### src/rtl/dmi_responder.sv
`default_nettype none
// ============================================================================
// Module      : dmi_responder
// Description : Debug-module end of the DMI request/response channel. Takes
//               one DTM request at a time, decodes it against a small debug
//               register bank (data0, data1, dmcontrol, dmstatus,
//               abstractcs) and returns the response after a programmable
//               number of wait cycles. Drives dmactive/ndmreset outward.
// Revision    : 1.0 - initial release
// ============================================================================
module dmi_responder #(
    parameter int          RESP_LATENCY     = 2,
    parameter logic [31:0] DMSTATUS_VALUE   = 32'h0000_0C82,
    parameter logic [31:0] ABSTRACTCS_VALUE = 32'h0000_0002
) (
    input  logic        clk,
    input  logic        reset,
    input  logic        debug_req_valid,
    output logic        debug_req_ready,
    input  logic [6:0]  debug_req_addr,
    input  logic [31:0] debug_req_data,
    input  logic [1:0]  debug_req_op,
    output logic        debug_resp_valid,
    input  logic        debug_resp_ready,
    output logic [31:0] debug_resp_data,
    output logic [1:0]  debug_resp_resp,
    output logic        dmactive,
    output logic        ndmreset
);

    // ------------------------------------------------------------------
    // Constants
    // ------------------------------------------------------------------
    localparam logic [1:0] c_st_idle = 2'd0;
    localparam logic [1:0] c_st_wait = 2'd1;
    localparam logic [1:0] c_st_resp = 2'd2;

    localparam logic [1:0] c_op_nop   = 2'd0;
    localparam logic [1:0] c_op_read  = 2'd1;
    localparam logic [1:0] c_op_write = 2'd2;

    localparam logic [1:0] c_resp_ok   = 2'd0;
    localparam logic [1:0] c_resp_fail = 2'd2;

    localparam logic [6:0] c_addr_data0      = 7'h04;
    localparam logic [6:0] c_addr_data1      = 7'h05;
    localparam logic [6:0] c_addr_dmcontrol  = 7'h10;
    localparam logic [6:0] c_addr_dmstatus   = 7'h11;
    localparam logic [6:0] c_addr_abstractcs = 7'h16;

    // With zero latency the WAIT state is skipped entirely, so the counter
    // preload value only matters for non-zero latencies.
    localparam bit         c_zero_latency = (RESP_LATENCY == 0);
    localparam logic [3:0] c_cnt_init     = (RESP_LATENCY > 0) ? 4'(RESP_LATENCY - 1) : 4'd0;

    // ------------------------------------------------------------------
    // Signals
    // ------------------------------------------------------------------
    logic [1:0]  r_state;
    logic [1:0]  w_state_next;
    logic [3:0]  r_cnt;

    logic [31:0] r_data0;
    logic [31:0] r_data1;
    logic        r_dmactive;
    logic        r_ndmreset;
    logic [31:0] r_resp_data;
    logic [1:0]  r_resp_code;

    logic        w_accept;
    logic        w_addr_ok;
    logic [31:0] w_rd_data;
    logic [31:0] w_resp_data;
    logic [1:0]  w_resp_code;
    logic        w_wr_data0;
    logic        w_wr_data1;
    logic        w_wr_dmctl;

    // A request is taken only while idle; ready is a pure function of state.
    assign w_accept = debug_req_valid & (r_state == c_st_idle);

    // ------------------------------------------------------------------
    // Address decode: current read value of the addressed register
    // ------------------------------------------------------------------
    always_comb begin
        w_rd_data = 32'd0;
        w_addr_ok = 1'b1;
        case (debug_req_addr)
            c_addr_data0:      w_rd_data = r_data0;
            c_addr_data1:      w_rd_data = r_data1;
            c_addr_dmcontrol:  w_rd_data = {30'd0, r_ndmreset, r_dmactive};
            c_addr_dmstatus:   w_rd_data = DMSTATUS_VALUE;
            c_addr_abstractcs: w_rd_data = ABSTRACTCS_VALUE;
            default:           w_addr_ok = 1'b0;
        endcase
    end

    // ------------------------------------------------------------------
    // Op decode: response payload and write enables for this request
    // ------------------------------------------------------------------
    always_comb begin
        w_resp_data = 32'd0;
        w_resp_code = c_resp_ok;
        w_wr_data0  = 1'b0;
        w_wr_data1  = 1'b0;
        w_wr_dmctl  = 1'b0;
        case (debug_req_op)
            c_op_nop: begin
                // no data, no side effect, still pays the full latency
            end
            c_op_read: begin
                if (w_addr_ok) begin
                    w_resp_data = w_rd_data;
                end else begin
                    w_resp_code = c_resp_fail;
                end
            end
            c_op_write: begin
                // dmstatus/abstractcs accept writes silently
                if (w_addr_ok) begin
                    w_wr_data0 = (debug_req_addr == c_addr_data0);
                    w_wr_data1 = (debug_req_addr == c_addr_data1);
                    w_wr_dmctl = (debug_req_addr == c_addr_dmcontrol);
                end else begin
                    w_resp_code = c_resp_fail;
                end
            end
            default: begin
                w_resp_code = c_resp_fail;
            end
        endcase
    end

    // ------------------------------------------------------------------
    // FSM state register
    // ------------------------------------------------------------------
    always_ff @(posedge clk or posedge reset) begin
        if (reset) begin
            r_state <= c_st_idle;
        end else begin
            r_state <= w_state_next;
        end
    end

    // ------------------------------------------------------------------
    // FSM next-state logic
    // ------------------------------------------------------------------
    always_comb begin
        w_state_next = r_state;
        case (r_state)
            c_st_idle: begin
                if (w_accept) begin
                    w_state_next = c_zero_latency ? c_st_resp : c_st_wait;
                end
            end
            c_st_wait: begin
                if (r_cnt == 4'd0) begin
                    w_state_next = c_st_resp;
                end
            end
            c_st_resp: begin
                if (debug_resp_ready) begin
                    w_state_next = c_st_idle;
                end
            end
            default: begin
                w_state_next = c_st_idle;
            end
        endcase
    end

    // ------------------------------------------------------------------
    // FSM outputs: handshake flags follow the state directly
    // ------------------------------------------------------------------
    always_comb begin
        debug_req_ready  = 1'b0;
        debug_resp_valid = 1'b0;
        case (r_state)
            c_st_idle: debug_req_ready  = 1'b1;
            c_st_resp: debug_resp_valid = 1'b1;
            default: begin
                debug_req_ready  = 1'b0;
                debug_resp_valid = 1'b0;
            end
        endcase
    end

    // ------------------------------------------------------------------
    // Wait counter: preloaded on acceptance, counts down while waiting
    // ------------------------------------------------------------------
    always_ff @(posedge clk or posedge reset) begin
        if (reset) begin
            r_cnt <= 4'd0;
        end else if (w_accept) begin
            r_cnt <= c_cnt_init;
        end else if ((r_state == c_st_wait) && (r_cnt != 4'd0)) begin
            r_cnt <= r_cnt - 4'd1;
        end
    end

    // ------------------------------------------------------------------
    // Register bank and response latch; everything commits on acceptance,
    // so a read reports the value seen at that edge.
    // ------------------------------------------------------------------
    always_ff @(posedge clk or posedge reset) begin
        if (reset) begin
            r_data0     <= 32'd0;
            r_data1     <= 32'd0;
            r_dmactive  <= 1'b0;
            r_ndmreset  <= 1'b0;
            r_resp_data <= 32'd0;
            r_resp_code <= c_resp_ok;
        end else if (w_accept) begin
            r_resp_data <= w_resp_data;
            r_resp_code <= w_resp_code;
            if (w_wr_data0) begin
                r_data0 <= debug_req_data;
            end
            if (w_wr_data1) begin
                r_data1 <= debug_req_data;
            end
            if (w_wr_dmctl) begin
                r_dmactive <= debug_req_data[0];
                if (debug_req_data[0]) begin
                    r_ndmreset <= debug_req_data[1];
                end else begin
                    // dropping dmactive resets the debug module state
                    r_ndmreset <= 1'b0;
                    r_data0    <= 32'd0;
                    r_data1    <= 32'd0;
                end
            end
        end
    end

    assign debug_resp_data = r_resp_data;
    assign debug_resp_resp = r_resp_code;
    assign dmactive        = r_dmactive;
    assign ndmreset        = r_ndmreset;

endmodule
`default_nettype wire
### config.mk
export PLATFORM = sky130hd
export DESIGN_NAME = dmi_responder
export DESIGN_NICKNAME = d
export VERILOG_FILES = /design/src/rtl/dmi_responder.sv
export SDC_FILE = /design/constraint.sdc
export NUM_CORES = 1
export LEC_CHECK = 0
export BUFFER_PORTS_ARGS = -buffer_cell sky130_fd_sc_hd__buf_4
export CORE_ASPECT_RATIO = 0.7
export CORE_MARGIN = 2
export CORE_UTILIZATION = 50
export DETAILED_ROUTE_END_ITERATION = 8
export PLACE_DENSITY = 0.75
export RECOVER_POWER = 25
export SETUP_SLACK_MARGIN = 0.15
export SLEW_MARGIN = 30
export SYNTH_ARGS = -nofsm -noshare
export SYNTH_HDL_FRONTEND = slang
export SYNTH_SLANG_ARGS = --single-unit
### constraint.sdc
create_clock -name clk -period 3.15 [get_ports clk]
set_input_delay 0.63 -clock clk [delete_from_list [all_inputs] [get_ports clk]]
set_output_delay 0.63 -clock clk [all_outputs]
set_load 0.01 [all_outputs]
# ---- Word-level counts from Yosys, hierarchy flattened
# Index checks and enable logic that the tools add are counted.
dict set report op_classes {
  n_addsub 1
  eq_ne 12
  mux 27
  bitwise 1
  reduce_logical 10
}
# operator count
set op_table {}
lappend op_table {{32-bit two-way mux} 8}
lappend op_table {{32-bit one-hot mux with 5 select lines} 1}
lappend op_table {{7-bit by 5-bit equality test with 1-bit output (second input constant)} 3}
lappend op_table {{7-bit by 3-bit equality test with 1-bit output (second input constant)} 2}
lappend op_table {{1-bit two-way mux} 10}
lappend op_table {{2-bit two-way mux} 4}
lappend op_table {{4-bit two-way mux} 2}
lappend op_table {{2-bit inequality test (second input constant)} 3}
lappend op_table {{2-bit one-hot mux with 3 select lines} 1}
lappend op_table {{5-bit OR reduction} 1}
lappend op_table {{2-bit by 1-bit equality test with 1-bit output (second input constant)} 2}
lappend op_table {{2-bit equality test (second input constant)} 2}
lappend op_table {{2-bit logical NOT} 2}
lappend op_table {{4-bit logical NOT} 1}
lappend op_table {{2-bit one-hot mux with 2 select lines} 1}
lappend op_table {{4-bit nonzero test} 1}
lappend op_table {{4-bit by 1-bit subtractor with 4-bit output (second input constant)} 1}
lappend op_table {{3-bit AND reduction} 1}
lappend op_table {{2-bit AND reduction} 1}
lappend op_table {{2-bit nonzero test} 1}
lappend op_table {{2-bit OR reduction} 1}
lappend op_table {{1-bit bitwise AND} 1}
lappend op_table {{1-bit logical AND} 1}
dict set report totals {
  ff_bits 106
  in_bits 45
  output_inout_bits 38
}

# ---- Depth between registers and ports, before layout
# Gate-level depths: netlist (run 1).
dict set report logic_depth {
  word_depth 8
  ltp_mapped 8
}

# ---- Worst setup path before layout (run 1)
# No wires, ideal clock.
dict set report synth_timing {
  kind {input port to flip-flop}
  startpoint {input debug_req_addr[3]}
  endpoint {register r_data1[10]}
  setup_time_ns 0.121
  arrival_ns 1.777
  path_slack_ns 1.252
  stages 6
  path_cell_list {nor4_4 -> and4_1 -> buf_4 -> buf_8 -> mux2i_1 -> nor2_1}
}
dict set report synth_via {
  elab_chain_len 8
  word_cells_on_any_way 14
  cone_classes {5 x eq/ne; 8 x mux; 1 x reduce/logical}
}
# element line_no
set synth_rtl {}
lappend synth_rtl {{start: declaration} 20} ;# input logic [6:0] debug_req_addr,
lappend synth_rtl {{7-bit by 3-bit equality test with 1-bit output (tied with other cells)} 88} ;# case (debug_req_addr)
lappend synth_rtl {{5-bit OR reduction (no source line)} -}
lappend synth_rtl {{1-bit two-way mux} 88}
lappend synth_rtl {{1-bit two-way mux} 120} ;# if (w_addr_ok) begin
lappend synth_rtl {{1-bit two-way mux} 107} ;# case (debug_req_op)
lappend synth_rtl {{32-bit two-way mux} 219} ;# if (w_wr_data1) begin
lappend synth_rtl {{32-bit two-way mux} 224} ;# if (debug_req_data[0]) begin
lappend synth_rtl {{32-bit two-way mux *} 222} ;# if (w_wr_dmctl) begin
lappend synth_rtl {{end signal: assignment} 220} ;# r_data1 <= debug_req_data;
lappend synth_rtl {{end: declaration} 64} ;# logic [31:0] r_data1;
# Every way passes the cells marked *; elsewhere a longest branch is shown, timed or not.
# A chain may end at the register's enable or synchronous reset.

==> results.py, run 1 <==
metrics = {
    "critical_path": {
        "reg2regPathDepth": 6,
        "worst-r2r-setup-slack_ps": 1350,
        "cpLargestDelayFamily": "buffers and inverters",
        "timing_worst_setup_path_type": "primary input to asynchronous set/reset pin",
        "worst-endpoint-required_ps": 3680,
        "crit_fanout": 26,
        "critPathCaptureType": "asynchronous set/reset pin",
        "critPathMaxStageDelay_ps": 1110,
        "critPathLaunchType": "primary input",
        "crit-reg2reg-launch": "r_state[0]",
        "worstPathCellList": "clkbuf_4, clkinvlp_2, clkbuf_1, buf_4",
        "path_buf_inv": 4,
        "regToRegEndpoint": "r_data0[13]",
        "worst_path_max_delay_cell": "sky130_fd_sc_hd__clkbuf_1",
        "worstPathArrival_ps": 2700,
    },
    "clocking": {
        "ctsLongestPathBuffers": 2,
        "clkLatencyLatePin_ps": 340,
        "path_clk_slew_ps": 60,
        "htreeDepth": 3,
        "post_cts_hold_buffers": 0,
        "total_of_cells_resized_after_clock_tree_synthesis": 0,
        "cts-buffers-inserted": 9,
        "post_cts.repair.setup_buffers": 0,
        "numClockSinks": 105,
        "cts.root.buffer_cell": "sky130_fd_sc_hd__clkbuf_16",
        "clock_tree_from_tritoncts": "built",
    },
    "floorplanning": {
        "placeableCoreArea_um2": 9140,
        "die_height_um": 85.5,
        "die_width_um": 120,
        "floorplan.die_area_um2": 10300,
        "floorplan.rows": 29,
        "num_io_pins": 83,
        "floorplan.initialDensity_pct": 51.8,
    },
    "synth": {
        "mappedNetlistNets": 478,
        "synthesis.area_um2": 4740,
        "synth.ff_latch_count": 105,
        "postSynthCellCount": 429,
        "synth_enable_flop_cells": 0,
        "syn_avg_cell_area_um2": 11.1,
        "synth-seq-area-share_pct": 55.4,
        "synth_simple_gate_area_share_pct": 12.3,
        "synth.area.mux_share_pct": 20.4,
        "share_of_async_settable_or_async_resettable_flops_after_synthesis_pct": 100,
        "synth_area_in_compound_gates_pct": 6.02,
        "synth-main-ff-cell": "sky130_fd_sc_hd__dfrtp_1",
        "synth.lib_cells_used.distinct": 38,
        "synth_fa_ha_area_share_pct": 1.06,
        "synthXorXnorAreaFrac_pct": 0.554,
        "yosys_synthesis_warning_count": 0,
        "largest_family_of_logic_cells_by_synthesized_area": "multiplexers",
    },
    "detailed_routing": {
        "drt_iter0_drc": 295,
        "routed_wl_um": 9880,
        "router_iterations_before_antenna_repair": 4,
        "routed-via-count": 3369,
        "number_of_vias_per_cell_after_detailed_routing": 5.30,
        "avgRoutedWirePerCell_um": 15.5,
        "ant_nets": 0,
        "drt_drc_violations_left": 0,
    },
    "final_layout": {
        "insertedDiodeCount": 0,
        "area_delta_synth_final_pct": 21.8,
        "commonest_cells_after_routing_fill_and_taps_aside": "sky130_fd_sc_hd__dfrtp_1 (105), sky130_fd_sc_hd__mux2i_1 (91), sky130_fd_sc_hd__buf_4 (89)",
        "finish.utilization_pct": 63.2,
        "fin_cells": 636,
        "drive_above_1_share_pct": 23.2,
        "layout.nets": 556,
        "fillCellCount": 756,
        "mostFrequentLayoutCell": "sky130_fd_sc_hd__dfrtp_1",
    },
    "status": {
        "status": "completed",
    },
    "global_routing": {
        "grt_start_max_net_pins": 64,
        "grt_util_all_layers_pct": 20.5,
        "grt_pass1_vias": 3227,
        "wire_length_of_the_first_global_routing_pass_um": 16300,
        "antenna_found_initial": 0,
        "grt_overflow_total": 0,
    },
    "timing": {
        "worst_rel_slew_slack_pct": 3.61,
        "finalHoldWorstSlack_ps": 354,
        "final-hold-violation-count": 0,
        "final_max_slew_viol_count": 0,
        "tns_ps": 0,
        "setup_violations": 0,
        "grt_setup_unrepaired": "no",
        "fin_crit_sh_pct": 69.0,
        "final.setup_skew_ps": 8.02,
        "max_freq_ghz": 0.460,
        "post_layout_minimum_cycle_time_ps": 2170,
        "timing_worst_slew_pin_value_ps": 1450,
    },
    "placement": {
        "gp_routability_congestion": 0.821,
        "portBuffers": 81,
        "dp.cells": 619,
        "detailedPlacementHpwl_um": 6690,
    },
    "worst_hold_path": {
        "hold_path.class": "primary input to asynchronous set/reset pin",
    },
    "pwr": {
        "p_leak_uw": 0.00306,
        "peakVddDrop_mv": 0.257,
        "power_per_cell_area_nw_per_um2": 515,
    },
    "flow_run": {
        "max_cap_violations": 0,
    },
}
## Yosys cell counts, types with 5 or more instances
master / n / area share (%)
sky130_fd_sc_hd__mux2_2: 5 / 1.2
sky130_fd_sc_hd__dfrtp_1: 105 / 55
sky130_fd_sc_hd__o31ai_1: 5 / 0.79
sky130_fd_sc_hd__buf_2: 14 / 1.5
sky130_fd_sc_hd__inv_1: 9 / 0.71
sky130_fd_sc_hd__mux2i_1: 91 / 19
sky130_fd_sc_hd__nor2b_1: 6 / 0.79
sky130_fd_sc_hd__nor2_1: 68 / 5.4
sky130_fd_sc_hd__nand2_1: 43 / 3.4
sky130_fd_sc_hd__clkbuf_1: 7 / 0.55
sky130_fd_sc_hd__a21oi_1: 5 / 0.53
sky130_fd_sc_hd__o21ai_0: 30 / 3.2
## power by group
| part | switching (uW) | total, uW | internal (uW) | leakage, uW |
|---|---|---|---|---|
| clock | 460 | 1080 | 623 | 0.000142 |
| combinational | 257 | 436 | 179 | 0.00147 |
| sequential | 44.0 | 1460 | 1410 | 0.00145 |
| total | 761 | 2980 | 2220 | 0.00306 |
## logic make-up (layout without fill, tap and decap cells)
family,Yosys count,count (layout)
mux,96,96
fa+ha+maj,4,4
xor+xnor,3,3
buf+inv,36,119
other cells,1,1
simple gates,135,135
flops,105,105
compound gates,49,49
## how the worst max path moves through the flow
stage | start | to | depth (start not counted)
final | reset | debug_resp_data[14] | 4
after detailed placement | debug_req_addr[3] | r_data0[13] | 6
after global placement | debug_req_addr[3] | r_data0[5] | 6
after global routing | reset | r_data1[12] | 4
after CTS | r_state[0] | debug_resp_data[12] | 5
after floorplan | debug_req_addr[3] | r_data1[10] | 6
## flip-flops by register name, summed over array words and instances, names as in the netlist
register	count
ndmreset	1
r_state	2
r_cnt	4
r_data0	32
debug_resp_data	32
r_data1	32
debug_resp_resp	1
dmactive	1
## layout make-up
type | instances | area (um2) | area share (%)
clock buffer | 15 | 288 | 4.98
tap | 124 | 155 | 2.69
inverter | 9 | 35.0 | 0.607
timing repair buffer | 94 | 739 | 12.8
sequential | 105 | 2630 | 45.5
clock inverter | 1 | 7.51 | 0.130
multi-input combinational | 288 | 1920 | 33.3
## routing by layer
metal,routed length (um),track usage [%],vias up
met5,0,0,-
met4,66,4.44,0
met3,554,5.78,8
met2,4550,30.5,82
met1,4710,30.3,1673
li1,-,-,1606
## stage by stage
| stage | power (uW) | cell area [um2] | worst slack [ps] |
|---|---|---|---|
| 3_5_place_dp | 1920 | 5480 | 917 |
| 4_1_cts | 3010 | 5770 | 1230 |
| 5_1_grt | 3130 | 5780 | 604 |
| 3_3_place_gp | 1900 | 5480 | 953 |
| 2_1_floorplan | 1750 | 4740 | 1250 |
| 6_report | 2980 | 5780 | 976 |
Note: power is estimated with default switching activity, not from simulation.
==> run 2: changes to the inputs <==
==> constraint.sdc (replaced) <==
create_clock -name clk -period 2 [get_ports clk]
set_input_delay 0.4 -clock clk [delete_from_list [all_inputs] [get_ports clk]]
set_output_delay 0.4 -clock clk [all_outputs]
set_load 0.01 [all_outputs]
==> results.py, run 2 (synthesis results as in run 1) <==
metrics = {
    "status": {
        "status": "completed",
    },
    "critical_path": {
        "worst-endpoint-required_ps": 2220,
        "critPathMaxStageDelay_ps": 400,
        "critPathCaptureType": "flop",
        "worstPathCellList": "nor3b_1, buf_4, and4_2, buf_12, mux2i_1, nor2_1",
        "crit_fanout": 18,
        "critPathLaunchType": "flop",
        "worstPathArrival_ps": 1950,
        "timing_worst_setup_path_type": "flop to flop",
        "worst_path_max_delay_cell": "sky130_fd_sc_hd__dfrtp_1",
    },
    "timing": {
        "post_layout_minimum_cycle_time_ps": 1730,
        "final.setup_skew_ps": 5.23,
        "max_freq_ghz": 0.578,
        "final-hold-violation-count": 0,
        "timing_worst_slew_pin_value_ps": 1430,
        "finalHoldWorstSlack_ps": 315,
        "setup_violations": 0,
        "fin_crit_sh_pct": 86.5,
        "tns_ps": 0,
        "final_max_slew_viol_count": 0,
        "worst_rel_slew_slack_pct": 4.80,
        "grt_setup_unrepaired": "no",
    },
    "floorplanning": {
        "num_io_pins": 83,
        "floorplan.initialDensity_pct": 51.8,
        "floorplan.rows": 29,
        "floorplan.die_area_um2": 10300,
        "die_height_um": 85.5,
        "die_width_um": 120,
        "placeableCoreArea_um2": 9140,
    },
    "detailed_routing": {
        "routed_wl_um": 10000,
        "drt_iter0_drc": 218,
        "router_iterations_before_antenna_repair": 4,
        "ant_nets": 0,
        "number_of_vias_per_cell_after_detailed_routing": 5.22,
        "avgRoutedWirePerCell_um": 15.7,
        "drt_drc_violations_left": 0,
        "routed-via-count": 3328,
    },
    "final_layout": {
        "fillCellCount": 743,
        "multiInputGateArea_um2": 1920,
        "seqCellArea_um2": 2630,
        "insertedDiodeCount": 0,
        "layout.nets": 558,
        "commonest_cells_after_routing_fill_and_taps_aside": "sky130_fd_sc_hd__dfrtp_1 (105), sky130_fd_sc_hd__mux2i_1 (91), sky130_fd_sc_hd__buf_4 (88)",
        "area_delta_synth_final_pct": 22.9,
        "drive_above_1_share_pct": 23.4,
        "mostFrequentLayoutCell": "sky130_fd_sc_hd__dfrtp_1",
    },
    "clocking": {
        "numClockSinks": 105,
        "htreeDepth": 3,
        "clock_tree_from_tritoncts": "built",
        "post_cts_hold_buffers": 0,
        "cts-buffers-inserted": 9,
        "clkLatencyLatePin_ps": 340,
        "post_cts.repair.setup_buffers": 0,
        "ctsLongestPathBuffers": 2,
        "cts.root.buffer_cell": "sky130_fd_sc_hd__clkbuf_16",
        "total_of_cells_resized_after_clock_tree_synthesis": 0,
        "path_clk_slew_ps": 60,
    },
    "placement": {
        "detailedPlacementHpwl_um": 6730,
        "gp_routability_congestion": 0.819,
        "portBuffers": 81,
    },
    "global_routing": {
        "wire_length_of_the_first_global_routing_pass_um": 17000,
        "grt_overflow_total": 0,
        "grt_pass1_vias": 3380,
        "grt_util_all_layers_pct": 21.3,
        "grt_start_max_net_pins": 66,
        "antenna_found_initial": 0,
    },
    "worst_hold_path": {
        "hold_path.class": "primary input to flop",
    },
    "pwr": {
        "p_leak_uw": 0.00309,
        "peakVddDrop_mv": 0.630,
        "power_per_cell_area_nw_per_um2": 828,
    },
    "flow_run": {
        "max_cap_violations": 0,
    },
}
## run 2: cell types whose count changed in the layout (fill, tap and decap cells not counted), sizes merged
cell / before / now
buf: 92 / 94
bufinv: 0 / 2
clkbuf: 17 / 14
clkinv: 0 / 1
clkinvlp: 2 / 1
## run 2: worst max-delay path, delay by kind of cell (launching register included)
kind | cells | cell delay (ps)
buffers and inverters | 2 | 410
flip-flops | 1 | 400
multiplexers | 1 | 210
AND/OR/NAND/NOR | 3 | 580
## run 2: where the power goes
| group | total (uW) | internal, uW | switching (uW) |
|---|---|---|---|
| clock network | 1840 | 1120 | 722 |
| logic | 690 | 279 | 411 |
| registers | 2290 | 2230 | 65.8 |
| total | 4830 | 3630 | 1200 |
## run 2: routing by layer
metal / GRT usage, % / part of all wire (%) / vias to the layer above
li1: - / - / 1612
met1: 29.8 / 48 / 1627
met2: 33.1 / 46 / 82
met3: 5.85 / 5.7 / 7
met4: 5.39 / 0.75 / 0
met5: 0 / 0 / -
## run 2: path summary, 6_finish.rpt
path | startpoint | end | slack (ps) | depth (start not counted)
min reg2reg | debug_resp_data[24] | debug_resp_data[24] | 480 | 2
max reg2reg | r_state[0] | r_data1[3] | 270 | 6
min in group asynchronous | reset | debug_resp_data[5] | 400 | 3
max | r_state[0] | r_data1[3] | 270 | 6
max in group asynchronous | reset | r_data0[22] | 540 | 3
min | debug_req_data[18] | r_data0[18] | 310 | 3
## run 2: final cells by class
| class | instances | area share [%] |
|---|---|---|
| clock buffer | 12 | 4.23 |
| clock inverter | 3 | 1.12 |
| inverter | 9 | 0.601 |
| multi-input combinational | 288 | 33.0 |
| sequential | 105 | 45.1 |
| tap | 124 | 2.66 |
| timing repair buffer | 96 | 13.4 |
## run 2: stage by stage
step | cells | total power [uW] | worst slack (ps) | instance area [um2] | util, %
floorplan | 429 | 2760 | 332 | 4740 | -
global placement | 622 | 3000 | 166 | 5550 | 60.7
detailed placement | 622 | 3030 | 126 | 5550 | 60.7
CTS | 637 | 4880 | 271 | 5860 | 64.1
global route | 637 | 5060 | 152 | 5830 | 63.7
finish | 637 | 4830 | 271 | 5830 | 63.7
==> run 3: changes to the inputs <==
--- a/config.mk
+++ b/config.mk
@@ -9,9 +9,10 @@
 export CORE_ASPECT_RATIO = 0.7
 export CORE_MARGIN = 2
 export CORE_UTILIZATION = 50
+export CTS_BUF_LIST = sky130_fd_sc_hd__clkbuf_8
 export DETAILED_ROUTE_END_ITERATION = 8
 export PLACE_DENSITY = 0.75
-export RECOVER_POWER = 25
+export RECOVER_POWER = 50
 export SETUP_SLACK_MARGIN = 0.15
 export SLEW_MARGIN = 30
 export SYNTH_ARGS = -nofsm -noshare
==> results.py, run 3 (synthesis results as in run 1) <==
metrics = {
    "status": {
        "status": "completed",
    },
    "final_layout": {
        "drive_above_1_share_pct": 20.1,
        "area_delta_synth_final_pct": 19.8,
        "layout.nets": 558,
        "mostFrequentLayoutCell": "sky130_fd_sc_hd__dfrtp_1",
        "insertedDiodeCount": 0,
        "commonest_cells_after_routing_fill_and_taps_aside": "sky130_fd_sc_hd__dfrtp_1 (105), sky130_fd_sc_hd__mux2i_1 (91), sky130_fd_sc_hd__buf_4 (71)",
    },
    "critical_path": {
        "timing_worst_setup_path_type": "flop to flop",
        "worst-endpoint-required_ps": 2260,
        "critPathLaunchType": "flop",
        "cpLargestDelayFamily": "simple AND/OR/NAND/NOR gates",
        "critPathCaptureType": "flop",
        "critPathMaxStageDelay_ps": 410,
        "crit_fanout": 18,
        "worst_path_max_delay_cell": "sky130_fd_sc_hd__dfrtp_1",
        "worstPathCellList": "nor3b_1, buf_4, and4_4, buf_12, mux2i_1, nor2_1",
        "worstPathArrival_ps": 1940,
        "path_buf_inv": 2,
    },
    "timing": {
        "timing_worst_slew_pin_value_ps": 979,
        "post_layout_minimum_cycle_time_ps": 1680,
        "final.setup_skew_ps": 6.09,
        "final-hold-violation-count": 0,
        "finalWorstSetupSlack_ps": 322,
        "final_max_slew_viol_count": 0,
        "tns_ps": 0,
        "worst_rel_slew_slack_pct": 34.7,
        "fin_crit_sh_pct": 83.9,
        "max_freq_ghz": 0.596,
        "grt_setup_unrepaired": "no",
        "finalHoldWorstSlack_ps": 154,
        "setup_violations": 0,
    },
    "global_routing": {
        "antenna_found_initial": 0,
        "grt_util_all_layers_pct": 21.2,
        "grt_start_max_net_pins": 66,
        "wire_length_of_the_first_global_routing_pass_um": 16900,
        "grt_pass1_vias": 3372,
        "grt_overflow_total": 0,
    },
    "detailed_routing": {
        "number_of_vias_per_cell_after_detailed_routing": 5.19,
        "ant_nets": 0,
        "drt_iter0_drc": 242,
        "drt_met1_wl_um": 4730,
        "avgRoutedWirePerCell_um": 15.6,
        "wl_met2_um": 4550,
        "router_iterations_before_antenna_repair": 5,
        "routed-via-count": 3304,
        "drt_drc_violations_left": 0,
        "routed_wl_um": 9960,
        "topRoutingLayerUsed": "met4",
        "met3RoutedLength_um": 586,
    },
    "clocking": {
        "cts-buffers-inserted": 9,
        "htreeDepth": 3,
        "path_clk_slew_ps": 90,
        "cts.root.buffer_cell": "sky130_fd_sc_hd__clkbuf_8",
        "clock_tree_from_tritoncts": "built",
        "ctsLongestPathBuffers": 2,
        "clkLatencyLatePin_ps": 370,
        "numClockSinks": 105,
        "post_cts_hold_buffers": 0,
    },
    "placement": {
        "place_ws_ps": 126,
        "detailedPlacementHpwl_um": 6730,
        "gp_routability_congestion": 0.819,
        "portBuffers": 81,
    },
    "pwr": {
        "p_leak_uw": 0.00298,
        "internal_power_uw": 3230,
        "power_per_cell_area_nw_per_um2": 771,
        "peakVddDrop_mv": 0.482,
        "clockPowerShare_pct": 32.0,
        "power_frac_comb_pct": 15.8,
        "power_frac_seq_pct": 52.3,
        "total_power_of_the_final_layout_uw": 4380,
        "power_switching_uw": 1150,
        "switching_share_pct": 26.3,
    },
    "floorplanning": {
        "floorplan.initialDensity_pct": 51.8,
        "num_io_pins": 83,
        "floorplan.rows": 29,
        "placeableCoreArea_um2": 9140,
        "die_width_um": 120,
        "floorplan.die_area_um2": 10300,
        "die_height_um": 85.5,
    },
    "worst_hold_path": {
        "hold_path.class": "primary input to asynchronous set/reset pin",
    },
    "flow_run": {
        "max_cap_violations": 0,
    },
}
[run 3: cell count changes in the layout (fill, tap and decap cells not counted)]
cell	change
sky130_fd_sc_hd__clkbuf_16	-9
sky130_fd_sc_hd__and4_4	+1
sky130_fd_sc_hd__buf_4	-17
sky130_fd_sc_hd__clkbuf_8	+9
sky130_fd_sc_hd__inv_1	+2
sky130_fd_sc_hd__and4_2	-1
sky130_fd_sc_hd__buf_2	-1
sky130_fd_sc_hd__buf_12	+1
sky130_fd_sc_hd__clkbuf_1	+15
[run 3: path summary, 6_finish.rpt]
kind	from	end	slack (ps)	cells after the start
worst max register to register	r_state[0]	r_data1[30]	320	6
max in group asynchronous	reset	r_data1[14]	970	3
min in group clk	debug_resp_ready	r_state[1]	280	3
worst max-delay path	r_state[0]	r_data1[30]	320	6
worst min register to register	debug_resp_data[24]	debug_resp_data[24]	480	2
worst min-delay path	reset	r_data0[5]	150	3
[run 3: tightest hold or removal path, cell delays in order]
cell and delay (ps):
sky130_fd_sc_hd__clkbuf_4 110, sky130_fd_sc_hd__clkinvlp_2 100, sky130_fd_sc_hd__buf_12 320
[run 3: final cells by class]
class	instances	area, um2
fillers	779	3460
flip-flops and latches	105	2630
multi-input cells	288	1920
repair buffers	96	729
well taps	124	155
clock buffers	10	138
clock inverters	5	72.6
inverters	9	35.0
[run 3: per-stage QoR]
| step | cell area, um2 | std cells | util [%] |
|---|---|---|---|
| after global placement | 5550 | 622 | 60.7 |
| final | 5680 | 637 | 62.1 |
| after global routing | 5680 | 637 | 62.1 |
| after CTS | 5760 | 637 | 63.0 |
| after detailed placement | 5550 | 622 | 60.7 |
| after floorplan | 4740 | 429 | - |
[run 3: what timing repair did]
action                     CTS  global route
gates resized for setup      0             1
setup endpoints to repair    0             1
setup buffers                0             0
[run 3: metal layers]
layer  vias up  GRT usage [%]
li1       1617              -
met1      1596           29.7
met5         -              0
met2        82           33.2
met3         9           5.98
met4         0           5.07
[run 3: power by group through the flow]
stage	logic, uW	clock network, uW	registers (uW)
CTS	704	1440	2290
detailed placement	701	0	2330
global placement	675	0	2320
floorplan	437	0	2320
finish	691	1400	2290
global route	786	1510	2300
